[src/rtl/stats_pkg.sv]
// Shared constants for the statistics chain (sample packer, mean, var).
package stats_pkg;
  localparam int SIZE_DEF          = 512;
  localparam int LOG2_N_VALUES_DEF = 6;
  localparam int BYTE_W            = 8;
  localparam int CNT_W             = 16;
  localparam int N_VALUES_DEF      = SIZE_DEF >> 3;

  function automatic int n_values(input int size);
    return size >> 3;
  endfunction
endpackage

[src/rtl/sample_block_packer_bank.sv]
// One SIZE-bit block buffer with a single-byte write port; contents are never reset.
module block_bank
  import stats_pkg::*;
#(
  parameter int SIZE  = SIZE_DEF,
  parameter int IDX_W = LOG2_N_VALUES_DEF
) (
  input  logic              clk,
  input  logic              we,
  input  logic [IDX_W-1:0]  idx,
  input  logic [BYTE_W-1:0] data,
  output logic [SIZE-1:0]   bank
);
  localparam int NB = n_values(SIZE);

  logic [SIZE-1:0] bank_q;
  logic [SIZE-1:0] bank_d;

  // Next bank image: only the addressed byte changes on a write.
  always_comb begin
    bank_d = bank_q;
    for (int k = 0; k < NB; k++) begin
      if (we && (idx == IDX_W'(k))) begin
        bank_d[k*BYTE_W +: BYTE_W] = data;
      end else begin
        bank_d[k*BYTE_W +: BYTE_W] = bank_q[k*BYTE_W +: BYTE_W];
      end
    end
  end

  // Bank storage register.
  always_ff @(posedge clk) begin
    bank_q <= bank_d;
  end

  assign bank = bank_q;
endmodule

[src/rtl/sample_block_packer.sv]
// Packs 8-bit samples into SIZE-bit blocks through two ping-pong banks so input
// keeps streaming while a finished block waits for the consumer.
module sample_block_packer
  import stats_pkg::*;
#(
  parameter int DEBUG         = 0,
  parameter int SIZE          = SIZE_DEF,
  parameter int LOG2_N_VALUES = LOG2_N_VALUES_DEF
) (
  input  logic              clk,
  input  logic              rst,
  input  logic [BYTE_W-1:0] in_data,
  input  logic              in_valid,
  input  logic              in_sof,
  output logic              in_ready,
  output logic [SIZE-1:0]   values,
  output logic              out_valid,
  input  logic              out_ready,
  output logic [CNT_W-1:0]  block_count,
  output logic [CNT_W-1:0]  discard_count
);
  localparam int N_VALUES = n_values(SIZE);
  localparam int IDX_W    = (LOG2_N_VALUES > 0) ? LOG2_N_VALUES : 1;
  localparam logic [IDX_W-1:0] LAST_IDX = IDX_W'(N_VALUES - 1);

  // Trace output is a simulation aid and is not part of this synthesizable body.
  logic unused_debug;
  assign unused_debug = (DEBUG != 0);

  logic [1:0]       full_q, full_d;
  logic             wr_sel_q, wr_sel_d;
  logic             rd_sel_q, rd_sel_d;
  logic [IDX_W-1:0] idx_q, idx_d;
  logic [CNT_W-1:0] block_count_q, block_count_d;
  logic [CNT_W-1:0] discard_count_q, discard_count_d;

  logic             accept;
  logic             handshake;
  logic             last_byte;
  logic [IDX_W-1:0] wr_idx;
  logic [SIZE-1:0]  bank_data [2];

  assign in_ready      = ~full_q[wr_sel_q] & ~rst;
  assign out_valid     = full_q[rd_sel_q];
  assign values        = rd_sel_q ? bank_data[1] : bank_data[0];
  assign block_count   = block_count_q;
  assign discard_count = discard_count_q;

  // Handshake decode; a start-of-frame sample always lands in byte 0.
  always_comb begin
    accept    = in_valid & in_ready;
    handshake = full_q[rd_sel_q] & out_ready;
    wr_idx    = in_sof ? {IDX_W{1'b0}} : idx_q;
    last_byte = (wr_idx == LAST_IDX);
  end

  // Next-state for bank flags, pointers and counters; reset wins over everything.
  always_comb begin
    full_d          = full_q;
    wr_sel_d        = wr_sel_q;
    rd_sel_d        = rd_sel_q;
    idx_d           = idx_q;
    block_count_d   = block_count_q;
    discard_count_d = discard_count_q;
    if (rst) begin
      full_d          = 2'b00;
      wr_sel_d        = 1'b0;
      rd_sel_d        = 1'b0;
      idx_d           = {IDX_W{1'b0}};
      block_count_d   = {CNT_W{1'b0}};
      discard_count_d = {CNT_W{1'b0}};
    end else begin
      if (accept) begin
        if (in_sof && (idx_q != {IDX_W{1'b0}})) begin
          discard_count_d = discard_count_q + 16'd1;
        end else begin
          discard_count_d = discard_count_q;
        end
        if (last_byte) begin
          full_d[wr_sel_q] = 1'b1;
          wr_sel_d         = ~wr_sel_q;
          idx_d            = {IDX_W{1'b0}};
          block_count_d    = block_count_q + 16'd1;
        end else begin
          idx_d = wr_idx + IDX_W'(1);
        end
      end else begin
        idx_d = idx_q;
      end
      // The write bank is never full while accepting, so this cannot collide.
      if (handshake) begin
        full_d[rd_sel_q] = 1'b0;
        rd_sel_d         = ~rd_sel_q;
      end else begin
        rd_sel_d = rd_sel_q;
      end
    end
  end

  // Control state registers.
  always_ff @(posedge clk) begin
    full_q          <= full_d;
    wr_sel_q        <= wr_sel_d;
    rd_sel_q        <= rd_sel_d;
    idx_q           <= idx_d;
    block_count_q   <= block_count_d;
    discard_count_q <= discard_count_d;
  end

  for (genvar b = 0; b < 2; b++) begin : g_bank
    block_bank #(
      .SIZE  (SIZE),
      .IDX_W (IDX_W)
    ) u_bank (
      .clk  (clk),
      .we   (accept & (wr_sel_q == b[0])),
      .idx  (wr_idx),
      .data (in_data),
      .bank (bank_data[b])
    );
  end
endmodule
[config.mk]
export PLATFORM = sky130hd
export DESIGN_NAME = sample_block_packer
export DESIGN_NICKNAME = d
export VERILOG_FILES = /design/src/rtl/stats_pkg.sv /design/src/rtl/sample_block_packer_bank.sv /design/src/rtl/sample_block_packer.sv
export SDC_FILE = /design/constraint.sdc
export NUM_CORES = 1
export LEC_CHECK = 0
export BUFFER_PORTS_ARGS = -buffer_cell sky130_fd_sc_hd__buf_2
export CAP_MARGIN = 20
export CORE_UTILIZATION = 47
export DETAILED_ROUTE_END_ITERATION = 7
export PLACE_DENSITY = 0.74
export RECOVER_POWER = 100
export SETUP_SLACK_MARGIN = 0.15
export SLEW_MARGIN = 20
export SYNTH_ARGS = -nofsm -noshare
export SYNTH_HDL_FRONTEND = slang
export SYNTH_SLANG_ARGS = --single-unit
[constraint.sdc]
create_clock -name clk -period 2.3 [get_ports clk]
set_input_delay 0.23 -clock clk [delete_from_list [all_inputs] [get_ports clk]]
set_output_delay 0.23 -clock clk [all_outputs]
set_load 0.05 [all_outputs]
==> impl_metrics.ini <==
[run_status]
run_status = finished with violations
violations = max-capacitance violations, max-slew violations, negative setup slack

[global_route]
antenna_found_initial = 0
grt_max_degree = 75
gr-total-overflow = 0
grt_first_pass_wirelength_um = 142000
track_usage = 0.225
grt_pass1_vias = 21700

[placement]
placed_area_sq_um = 45600
io_buffers = 558
routabilityCongestion = 0.824
post-dp-hpwl_um = 63100
place_ws_ns = 0.117
placed_cells = 3845

[pwr]
p_total_mw = 38.4
powerDensity_nw_per_um2 = 756
power_leakage_nw = 17.6
peakVddDrop_v = 0.000762

[synthesis]
syn_inst = 2021
ys_types = 59
synthFlopType = edfxtp_1
yosysWarnings = 0
synth-edff-count = 1024
synth_area_per_cell_sq_um = 19.7
synth_fp_nets = 2040
ys_seq_elements = 1066
synthesis.area_sq_um = 39700
synthArstFlopShare = 0
ys_seq_area_frac = 0.795

[cells_and_area]
n_fill_cell = 5861
synthToLayoutAreaGrowth_pct = 27.9
final_util = 0.607
nNetsFinal = 2880
post-route-cell-area_sq_um = 50800
drive_above_1_share = 0.489
final_cells = 4081
antenna_cells = 0

[worst_setup_path]
crit_type = reg2out
cp.arrival_ns = 2.16
worst-path-max-fanout = 7
reg2reg_slack_ns = -0.03
cp-start-kind = flop
worstSetupEndpointType = primary output
cp.required_ns = 2.07

[timing]
finalHoldWorstSlack_ns = 0.152
rsz0062_at_grt = true
setup_ws_ns = -0.0877
setup_violations = 427
setup_tns_ns = -16.61
fmax_ghz = 0.419
hold_violations = 0
slew_headroom = -0.428
period_needed_ns = 2.39
worst_pin_slew_ns = 2.14
finClkSkew_ns = 0.0304
timing.final.crit_share = 1.04
timing.final.max_slew_violations = 317

[clock_tree]
cts_tree = built
root_buffer = clkbuf_16
ctsHtreeMaxLevel = 3
clk_latency_ns = 0.67
cts_max_path_buffers = 3
path_clk_slew_ns = 0.06
clock-sinks = 1066
cts_buffers = 104

[run]
cap_violations = 6

[worst_hold_path]
hp-class = in2reg

[floorplanning]
die_x_um = 293
io_pins = 559
die_area_sq_um = 85700
fp-row-count = 106
core_region_area_sq_um = 83700
start_util = 0.475
dieHeight_um = 293

[route]
routedWlPerCell_um = 25.2
vias = 22100
antenna_left = 0
wirelength_um = 103000
drcViolationCount = 0
firstDrtPassIters = 5
drt_iter0_markers = 1623
via_per_inst = 5.41
-- synthesized netlist by cell type (11+ instances only) --
cell,count,area (sq um)
clkbuf_1,47,176
nor2_1,142,533
dfxtp_1,42,841
nand3_1,16,80.1
a21oi_1,30,150
o31ai_1,17,128
or4_1,17,128
mux2_2,515,5800
o21ai_0,11,55.1
buf_2,18,90.1
edfxtp_1,1024,30700
nand2_1,36,135
-- cell families after synthesis --
family,after synthesis,share of synthesized area
fa+ha+maj,6,0.00189
mux,519,0.147
buf+inv,93,0.0113
xor+xnor,3,0.000661
simple gates,261,0.0319
flops,1066,0.795
compound gates,73,0.0120
-- final timing paths --
check | start | to | cells after the start
max | rd_sel_q | values[239] | 6
min | in_sof | idx_q[2] | 4
max reg2reg | wr_sel_q | g_bank[1].u_bank.bank[470] | 6
min reg2reg | discard_count[15] | discard_count[15] | 2
-- area by class of cell --
type	instances	area (sq um)	area share
clock buffer	119	2700	0.0531
clock inverter	73	684	0.0135
sequential	1066	31600	0.622
tap	1134	1420	0.0279
multi-input combinational	862	7840	0.154
inverter	8	30.0	0.000591
timing repair buffer	819	6560	0.129
-- critical path, cell delays in order (launching register included) --
cell       delay, ns
dfxtp_4         0.39
buf_4           0.15
buf_12          0.11
clkbuf_16       0.18
clkbuf_16       0.16
mux2_2          0.35
buf_6           0.16
-- cells in the final DEF (no fill, tap or decap), types with 24 or more instances in the layout --
cell type	netlist	layout
a21oi_1	30	30
buf_2	18	286
buf_4	2	194
buf_6	4	132
buf_8	0	27
clkbuf_1	47	65
clkbuf_16	0	121
clkbuf_2	1	54
clkinv_1	0	26
clkinv_2	0	24
dfxtp_1	42	41
edfxtp_1	1024	1024
mux2_2	515	468
mux2_4	0	47
nand2_1	36	37
nor2_1	142	142
-- per-layer routing --
layer  global-route usage  up-vias  wire, um
li1                     -     9623         -
met4               0.0815        0      3250
met2                0.382      951     51700
met1                0.282    11300     39800
met5                    0        -         0
met3               0.0541      172      8020
-- flip-flops by register name (all words and copies together) (netlist names) --
register,flops
idx_q,6
block_count,16
discard_count,16
full_q,2
rd_sel_q,1
wr_sel_q,1
g_bank.u_bank.bank,1024
-- power breakdown --
| part | switching (mW) | total [mW] | internal (mW) |
|---|---|---|---|
| sequential | 0.00421 | 21.3 | 21.3 |
| combinational | 0.457 | 0.521 | 0.0646 |
| clock | 7.15 | 16.6 | 9.48 |
-- what timing repair did --
item / in CTS / in global routing
resized for setup: 127 / 558
setup endpoints to repair: 507 / 594
cloned: 2 / 20
hold buffers: 7 / 0
setup buffers: 3 / 12
endpoints found under the hold margin: 64 / 0
pin swaps: 0 / 0
No activity file was read; power rests on OpenSTA's default activity.
